[config.mk]
export PLATFORM = sky130hd
export DESIGN_NAME = ascii_token_lexer
export DESIGN_NICKNAME = d
export VERILOG_FILES = /design/src/rtl/ascii_lex_pkg.sv /design/src/rtl/ascii_lex_char_classifier.sv /design/src/rtl/ascii_token_lexer.sv
export SDC_FILE = /design/constraint.sdc
export NUM_CORES = 1
export LEC_CHECK = 0
export CORE_AREA = 2 2 106 108
export DETAILED_ROUTE_END_ITERATION = 10
export DIE_AREA = 0 0 108 110
export GPL_TIMING_DRIVEN = 1
export SLEW_MARGIN = 10
export SYNTH_ARGS = -nofsm -noshare
export SYNTH_HDL_FRONTEND = slang
export SYNTH_HIERARCHICAL = 1
export SYNTH_SLANG_ARGS = --single-unit
[constraint.sdc]
create_clock -name clk -period 6.57 [get_ports clk]
set_input_delay 1.971 -clock clk [delete_from_list [all_inputs] [get_ports clk]]
set_output_delay 1.971 -clock clk [all_outputs]
set_load 0.02 [all_outputs]
[src/rtl/ascii_lex_pkg.sv]
// Shared types and constants for the ASCII token lexer.
package ascii_lex_pkg;

  localparam int unsigned VAL_MAX_W = 32;

  typedef enum logic [1:0] {
    TOK_NUM   = 2'd0,
    TOK_OP    = 2'd1,
    TOK_FRAME = 2'd2,
    TOK_ERR   = 2'd3
  } tok_type_t;

  localparam logic [2:0] OP_MUL = 3'd0;
  localparam logic [2:0] OP_ADD = 3'd1;
  localparam logic [2:0] OP_DIV = 3'd2;
  localparam logic [2:0] OP_LT  = 3'd3;
  localparam logic [2:0] OP_EQ  = 3'd4;
  localparam logic [2:0] OP_GT  = 3'd5;

  localparam logic [7:0] CH_NUL   = 8'h00;
  localparam logic [7:0] CH_0     = 8'h30;
  localparam logic [7:0] CH_9     = 8'h39;
  localparam logic [7:0] CH_SPACE = 8'h20;
  localparam logic [7:0] CH_TAB   = 8'h09;
  localparam logic [7:0] CH_LF    = 8'h0A;
  localparam logic [7:0] CH_CR    = 8'h0D;

  // value is sized for the widest legal VAL_W; narrower lexers zero-extend
  typedef struct packed {
    tok_type_t              typ;
    logic [VAL_MAX_W-1:0]   value;
    logic [2:0]             op;
    logic                   ovf;
    logic [7:0]             ch;
  } token_t;

  function automatic token_t char_token(input tok_type_t typ, input logic [2:0] op,
                                        input logic [7:0] ch);
    token_t t;
    t       = '0;
    t.typ   = typ;
    t.op    = op;
    t.ch    = ch;
    return t;
  endfunction

endpackage

[src/rtl/ascii_lex_char_classifier.sv]
// Combinational ASCII character classifier for the lexer.
// Whitespace detection is only present when LEXER_SPACE_SKIP_EN is defined.
module ascii_char_classifier
  import ascii_lex_pkg::*;
(
  input  logic [7:0] ch,
  output logic       is_digit,
  output logic [3:0] digit_val,
  output logic       is_op,
  output logic [2:0] op_code,
  output logic       is_frame,
  output logic       is_space
);

  always_comb begin
    is_digit  = (ch >= CH_0) && (ch <= CH_9);
    digit_val = is_digit ? ch[3:0] : 4'd0;
    is_frame  = (ch == CH_NUL);
    is_op     = 1'b1;
    op_code   = 3'd0;
    case (ch)
      8'h2A:   op_code = OP_MUL;
      8'h2B:   op_code = OP_ADD;
      8'h2F:   op_code = OP_DIV;
      8'h3C:   op_code = OP_LT;
      8'h3D:   op_code = OP_EQ;
      8'h3E:   op_code = OP_GT;
      default: is_op   = 1'b0;
    endcase
`ifdef LEXER_SPACE_SKIP_EN
    is_space = (ch == CH_SPACE) || (ch == CH_TAB) || (ch == CH_CR) || (ch == CH_LF);
`else
    is_space = 1'b0;
`endif
  end

endmodule

[src/rtl/ascii_token_lexer.sv]
// Streaming ASCII lexer: digits accumulate into NUM tokens, other chars become OP/FRAME/ERR.
// Define LEXER_SPACE_SKIP_EN to treat whitespace as a silent number separator.
module ascii_token_lexer
  import ascii_lex_pkg::*;
#(
  parameter int unsigned VAL_W = 16
) (
  input  logic             clk,
  input  logic             rst,
  input  logic             in_valid,
  output logic             in_ready,
  input  logic [7:0]       in_char,
  output logic             out_valid,
  input  logic             out_ready,
  output logic [1:0]       out_type,
  output logic [VAL_W-1:0] out_value,
  output logic [2:0]       out_op,
  output logic             out_ovf,
  output logic [7:0]       out_char,
  output logic             busy
);

  localparam int unsigned EXT_W = VAL_W + 4;

  logic             is_digit, is_op, is_frame, is_space;
  logic [3:0]       digit_val;
  logic [2:0]       op_code;

  logic [VAL_W-1:0] acc_q, acc_d;
  logic             act_q, act_d;
  logic             ovf_q, ovf_d;
  token_t           out_q, out_d;
  logic             out_vld_q, out_vld_d;
  token_t           pend_q, pend_d;
  logic             pend_vld_q, pend_vld_d;

  logic [EXT_W-1:0] acc_ext, acc_mul;
  logic             sat;
  logic             accept, fire;
  token_t           num_tok, chr_tok;
  tok_type_t        chr_type;

  ascii_char_classifier u_class (
    .ch        (in_char),
    .is_digit  (is_digit),
    .digit_val (digit_val),
    .is_op     (is_op),
    .op_code   (op_code),
    .is_frame  (is_frame),
    .is_space  (is_space)
  );

  assign in_ready = !pend_vld_q && (!out_vld_q || out_ready);
  assign accept   = in_valid && in_ready;
  assign fire     = out_vld_q && out_ready;

  // Decimal accumulate with sticky saturation
  always_comb begin
    acc_ext = EXT_W'(acc_q);
    acc_mul = (acc_ext << 3) + (acc_ext << 1) + EXT_W'(digit_val);
    sat     = ovf_q || (|acc_mul[EXT_W-1:VAL_W]);
  end

  always_comb begin
    chr_type = is_frame ? TOK_FRAME : (is_op ? TOK_OP : TOK_ERR);
    chr_tok  = char_token(chr_type, is_op ? op_code : 3'd0, in_char);
    num_tok       = '0;
    num_tok.typ   = TOK_NUM;
    num_tok.value = VAL_MAX_W'(acc_q);
    num_tok.ovf   = ovf_q;
  end

  // Next-state: pending token drains first, otherwise accepted chars may produce tokens
  always_comb begin
    acc_d      = acc_q;
    act_d      = act_q;
    ovf_d      = ovf_q;
    out_d      = out_q;
    out_vld_d  = out_vld_q;
    pend_d     = pend_q;
    pend_vld_d = pend_vld_q;

    if (fire) out_vld_d = 1'b0;

    if (fire && pend_vld_q) begin
      out_d      = pend_q;
      out_vld_d  = 1'b1;
      pend_vld_d = 1'b0;
    end else if (accept) begin
      if (is_digit) begin
        acc_d = sat ? '1 : acc_mul[VAL_W-1:0];
        ovf_d = sat;
        act_d = 1'b1;
      end else if (is_space) begin
        if (act_q) begin
          out_d     = num_tok;
          out_vld_d = 1'b1;
          acc_d     = '0;
          act_d     = 1'b0;
          ovf_d     = 1'b0;
        end
      end else if (act_q) begin
        out_d      = num_tok;
        out_vld_d  = 1'b1;
        pend_d     = chr_tok;
        pend_vld_d = 1'b1;
        acc_d      = '0;
        act_d      = 1'b0;
        ovf_d      = 1'b0;
      end else begin
        out_d     = chr_tok;
        out_vld_d = 1'b1;
      end
    end
  end

  always_ff @(posedge clk or posedge rst) begin
    if (rst) begin
      acc_q      <= '0;
      act_q      <= 1'b0;
      ovf_q      <= 1'b0;
      out_q      <= '0;
      out_vld_q  <= 1'b0;
      pend_q     <= '0;
      pend_vld_q <= 1'b0;
    end else begin
      acc_q      <= acc_d;
      act_q      <= act_d;
      ovf_q      <= ovf_d;
      out_q      <= out_d;
      out_vld_q  <= out_vld_d;
      pend_q     <= pend_d;
      pend_vld_q <= pend_vld_d;
    end
  end

  assign out_valid = out_vld_q;
  assign out_type  = out_q.typ;
  assign out_value = out_q.value[VAL_W-1:0];
  assign out_op    = out_q.op;
  assign out_ovf   = out_q.ovf;
  assign out_char  = out_q.ch;
  assign busy      = act_q;

  if (VAL_W < VAL_MAX_W) begin : g_hi
    logic unused_hi;
    assign unused_hi = |out_q.value[VAL_MAX_W-1:VAL_W];
  end

endmodule

Yosys cells after proc, flatten, opt, wreduce, memory -nomap -nowiden --
Index checks and enable logic that the tools add are counted. W data, S select, Z words.
Word-level totals: word-level logic and storage cells 70, flip-flop bits (word level) 63, input bits 12
Cells by class: $lt $le $gt $ge 2, bitwise operators 2, $add $sub $neg 2, eq/ne operators 7, reduce and logical (&&, ||, !) cells 20, multiplexer cells 24
Operator list (count):
- $mux W46 | 4
- $eq A8 B6 Y1 const B | 6
- $mux W16 | 3
- $add A19 B17 Y20 | 1
- $add A20 B4 Y20 | 1
- $pmux W3 S5 | 1
- $mux W1 | 12
- $ge A8 B6 Y1 const B | 1
- $le A8 B6 Y1 const B | 1
- $logic_not A8 Y1 | 1
- $reduce_and A3 Y1 | 2
- $reduce_bool A2 Y1 | 3
- $reduce_or A6 Y1 | 1
- $logic_and A1 B1 Y1 | 5
- $mux W2 | 2
- $mux W4 | 1
- $reduce_and A2 Y1 | 2
- $reduce_and A4 Y1 | 1
- $reduce_or A4 Y1 | 1
- $mux W3 | 1
- $logic_not A1 Y1 | 2
- $logic_or A1 B1 Y1 | 2
- $ne A2 B1 Y1 const B | 1
- $not A1 Y1 | 2

Depth between registers and ports, before layout --
word-level depth 9, gate-level depth with buffers 15, mapped depth without buffers 14

Hierarchy --
The synthesis kept the hierarchy.
Modules (own cells, without submodules):
- ascii_token_lexer | area an instance 3618.5 µm², instances 1, sequential area each 1576.5 µm², cells an instance 372
- ascii_char_classifier | area an instance 186.4 µm², instances 1, sequential area each 0.0 µm², cells an instance 32

Least setup slack after synthesis --
OpenSTA, ideal clock, no wires.
kind input port to flip-flop, start input in_char[6], end register acc_q[14], slack 1563 ps, required time 6443 ps, buffers on the path 1, arrival 4880 ps, stages on the path 13, cells stage by stage and4bb_2 -> and3_1 -> fa_1 -> inv_1 -> fa_1 -> nor2b_1 -> o2111ai_1 -> nand3_1 -> a41oi_1 -> mux2_2 -> nor4b_4 -> buf_6 -> o21ai_1
Between the ends: longest elaborated chain between the ends 8, elaborated cells on any way between the ends 11, those cells by class add/sub: 1; order compare: 2; mux: 3; reduce/logical: 5
RTL lines:
- from (decl) | RTL line ascii_token_lexer.sv:12 | input logic [7:0] in_char,
- $ge A8 B6 Y1 or $le A8 B6 Y1 (tied branches) | RTL line ascii_lex_char_classifier.sv:16 | is_digit = (ch >= CH_0) && (ch <= CH_9);
- $logic_and A1 B1 Y1 * | RTL line ascii_lex_char_classifier.sv:16
- $mux W4 * | RTL line ascii_lex_char_classifier.sv:17 | digit_val = is_digit ? ch[3:0] : 4'd0;
- via digit_val[3] | RTL line ascii_token_lexer.sv:26 | logic [3:0] digit_val;
- $add A20 B4 Y20 * | RTL line ascii_token_lexer.sv:60 | acc_mul = (acc_ext << 3) + (acc_ext << 1) + EXT_W'(digit_val);
- $reduce_or A4 Y1 | RTL line ascii_token_lexer.sv:61 | sat = ovf_q || (|acc_mul[EXT_W-1:VAL_W]);
- $logic_or A1 B1 Y1 | RTL line ascii_token_lexer.sv:61
- $mux W16 * | RTL line ascii_token_lexer.sv:91 | acc_d = sat ? '1 : acc_mul[VAL_W-1:0];
- $mux W16 * | RTL line ascii_token_lexer.sv:90 | if (is_digit) begin
- to (signal assigned) | RTL line ascii_token_lexer.sv:119 | acc_q <= '0;
- to (signal assigned) | RTL line ascii_token_lexer.sv:127 | acc_q <= acc_d;
- to (decl) | RTL line ascii_token_lexer.sv:29 | logic [VAL_W-1:0] acc_q, acc_d;
The timed path passes the listed nets; every way through them passes the cells marked *. A chain may end at the register's enable or synchronous reset.

Worst setup path after layout --
start input in_char[4], end register acc_q[11]
Same word-level chain as after synthesis.

==> results by group <==
Power
  • Power density over the cells: 368 nW/um^2
  • P_sw: 0.000664 W
  • Tot Pwr: 0.00169 W
  • Combinational share of power: between 40% and 50%
  • Cell-internal power: 0.00102 W
  • Sequential power share: around 34%
  • IR Drop Worst-Case VDD: approximately 0.17 mV
  • Net Sw Frac: between 30% and 40%
  • Clock share of power: a little over a fifth
  • Cell leakage power: 2.16 nW

Timing
  • Worst-Margin Slew: approximately 1.0 ns
  • TNS Setup: 0 ns
  • Finish-stage setup viols: 0
  • Slew Limit Fails: 0
  • Final hold viol count: 0
  • Layout Skew: roughly 0.0066 ns
  • Final period util: a little over four fifths
  • Fin crit period: around 5.5 ns
  • Unrepaired setup endpoints after global routing: no
  • Slew margin rel.: approximately a third
  • Fmax: 181 MHz

Run
  • Max-cap violations: 0

Floorplanning
  • Die width: roughly 110 um
  • Die Y: 110 um
  • Initial Util: between 30 and 40%
  • IO Pins: 45
  • Die area: between 10000 and 15000 sq um
  • Core area: 10700 sq um
  • Row cnt: 38

GRT
  • Initial antenna violation count: 0
  • Vias in the first global route: 3098
  • GRT busiest layer: met2
  • Pin count of the biggest net entering global routing: 64
  • Total global routing track utilization: between 15 and 20%
  • Global routing usage on met1: a little under a quarter
  • First-pass GRT wire length: 15300 um
  • M2 GR Usage: a little over a quarter
  • Met3 usage: 3.06%
  • Total gr overflow: 0

Hold path
  • Hold WC Path Type: register to register

Drt
  • DR WL/cell: 15.6 um
  • Via count: approximately 3100
  • DR pass1 iterations: 4
  • Post-route DRC: 0
  • Final antenna-violating net count: 0
  • Routed WL: 9230 um
  • Vias per cell: between 5 and 6
  • DRT iter0 DRCs: 167

Setup path
  • Critical Path RT: between 6 and 7 ns
  • Max FO, Critical Path: 17
  • Largest stage delay on the critical path: 0.57 ns
  • Crit Path Category: input pin to register
  • CP endpoint kind: register
  • Setup crit start kind: input pin
  • Most used cell, CP: fa_1
  • CP max stage cell: fa_1
  • CP Cell Sequence: clkdlybuf4s50_1, and4bb_2, and3_1, fa_1, inv_1, fa_1, nor2b_1, o2111ai_1, nand3_1, a41oi_1, mux2_2, nor4b_4, buf_4, o21ai_0
  • Critical Path AT: around 5.7 ns

Cells and area
  • Ant. Diodes: 0
  • Final #Nets: around 490
  • Fin util: a little over two fifths
  • Layout area overhead: 20.4%
  • Share of post-route cells with drive strength above 1: about 8%

Clock tree
  • Post-CTS sizing: 0
  • CTS tree: built
  • Clk Latency, worst-skew pair: around 0.33 ns
  • # hold bufs at CTS: 0
  • CTS buffer count: 9
  • Num Clock Sinks: 63
  • Clk slew on worst S/H paths: 0.07 ns
  • Root Driver: clkbuf_8
  • CTS max path bufs: 2
  • H-tree depth: 3
  • Post-CTS Setup Inserts: 0

Synthesis
  • Post-synth top cells: dfrtp_1, nand2_1, o21ai_0, ha_1, a21oi_1
  • Post-synth top area cell: dfrtp_1
  • Sequential share of the synthesized area: 41.4%
  • Synth Flop Type: dfrtp_1
  • Synth Area per Inst: 9.42 sq um
  • Post-synth cell types: 58
  • Share of the synthesized area in the top cell type: 41.4%
  • Most common cell in the netlist: dfrtp_1
  • Register bit total from synthesis: 63
  • FFs w/ async S/R, synth: 100%
  • Net count after synthesis: about 450
  • EDFF count, synth: 0
  • Top post-synthesis cells by area: dfrtp_1, ha_1, nand2_1, o21ai_0, a22o_1
  • Netlist Area Pre-Place: around 3800 sq um
  • Syn. warnings: 6
  • Cells after synthesis: slightly above 400

Place
  • GP Congestion: between 0.8 and 0.9
  • Port-buffer cells: 44
  • DP HPWL: between 6000 and 7000 um

Run status
  • Status: complete, no violations
[state kept, by name, summed over array words and instances (netlist names)]
register    cells
out_op          3
out_type        2
pend_vld_q      1
acc_q          16
pend_q         13
out_ovf         1
out_char        8
out_value      16
out_valid       1
ovf_q           1
busy            1
[cells by family (layout without fill, tap and decap cells)]
| family | Yosys count | after routing | share of synthesized area, % |
|---|---|---|---|
| other | 1 | 1 | 0.0986 |
| AND/OR/NAND/NOR | 128 | 128 | 17.0 |
| multiplexers | 3 | 3 | 0.855 |
| flip-flops | 63 | 63 | 41.4 |
| XOR/XNOR | 12 | 12 | 2.76 |
| buffers and inverters | 31 | 78 | 3.85 |
| AO/OA/AOI/OAI | 133 | 133 | 22.8 |
| adder cells (fa/ha/maj) | 33 | 33 | 11.2 |
[area by class of cell]
cell class,instances,area [sq um]
Clock buffer,11,141
Clock inverter,4,70.1
Fill cell,1074,6120
Inverter,13,48.8
Multi-Input combinational cell,310,2080
Sequential cell,63,1580
Tap cell,140,175
Timing Repair Buffer,50,485
[layout by cell type, fill, tap and decap left out, types with 4 or more instances in the layout]
master	Yosys	layout
a22o_1	17	17
buf_4	2	6
o21ai_1	11	11
ha_1	31	31
and3_1	13	13
a21oi_1	27	27
clkbuf_8	0	10
nand2b_1	4	4
xor2_1	5	5
nor2_1	17	17
dfrtp_1	63	63
xnor2_1	7	7
o21ai_0	32	32
nand2_1	58	58
clkdlybuf4s50_1	0	44
a22oi_1	14	14
inv_1	12	11
nor4_1	5	5
nand3_1	9	9
o21a_1	5	5
nor3_1	6	6
[layer usage]
| metal | part of all wire [%] | routed length, um |
|---|---|---|
| met1 | 49 | 4540 |
| met4 | 1.1 | 101 |
| met2 | 47 | 4330 |
| met3 | 2.9 | 266 |
| met5 | 0 | 0 |
[power by group through the flow]
stage               logic (W)  registers [W]  clock network [W]
finish               0.000739       0.000579           0.000368
global route         0.000833       0.000595           0.000396
CTS                  0.000745       0.000581           0.000379
detailed placement   0.000740       0.000587                  0
global placement     0.000725       0.000584                  0
floorplan            0.000488       0.000602                  0
[per-stage QoR]
step                      setup WS [ns]  hold WS, ns  instances  area (sq um)
after global routing              0.820        0.505        591          4580
after global placement            0.798        0.457        576          4370
final                              1.03        0.477        591          4580
after floorplan                    1.56        0.445        404          3800
after CTS                          1.06        0.480        591          4580
after detailed placement          0.692        0.462        576          4370
[critical path, delay by kind of cell]
family	cells	cell delay, ns
and+or+nand+nor	5	1.09
adders and majority gates	2	1.02
buffers and inverters	3	0.90
AOI/OAI and AO/OA	3	0.39
muxes	1	0.32
[path summary, 6_finish.rpt]
check / from / slack (ns) / endpoint / cells past startpoint
min in group asynchronous: rst / 2.18 / out_valid / 3
worst max-delay path: in_char[4] / 1.03 / acc_q[11] / 14
worst min-delay path: pend_q[2] / 0.48 / pend_q[2] / 2
max in group asynchronous: rst / 3.86 / out_value[3] / 3
worst max register to register: acc_q[2] / 3.33 / acc_q[11] / 11
worst min register to register: pend_q[2] / 0.48 / pend_q[2] / 2
Note: power is estimated with default switching activity, not from simulation.
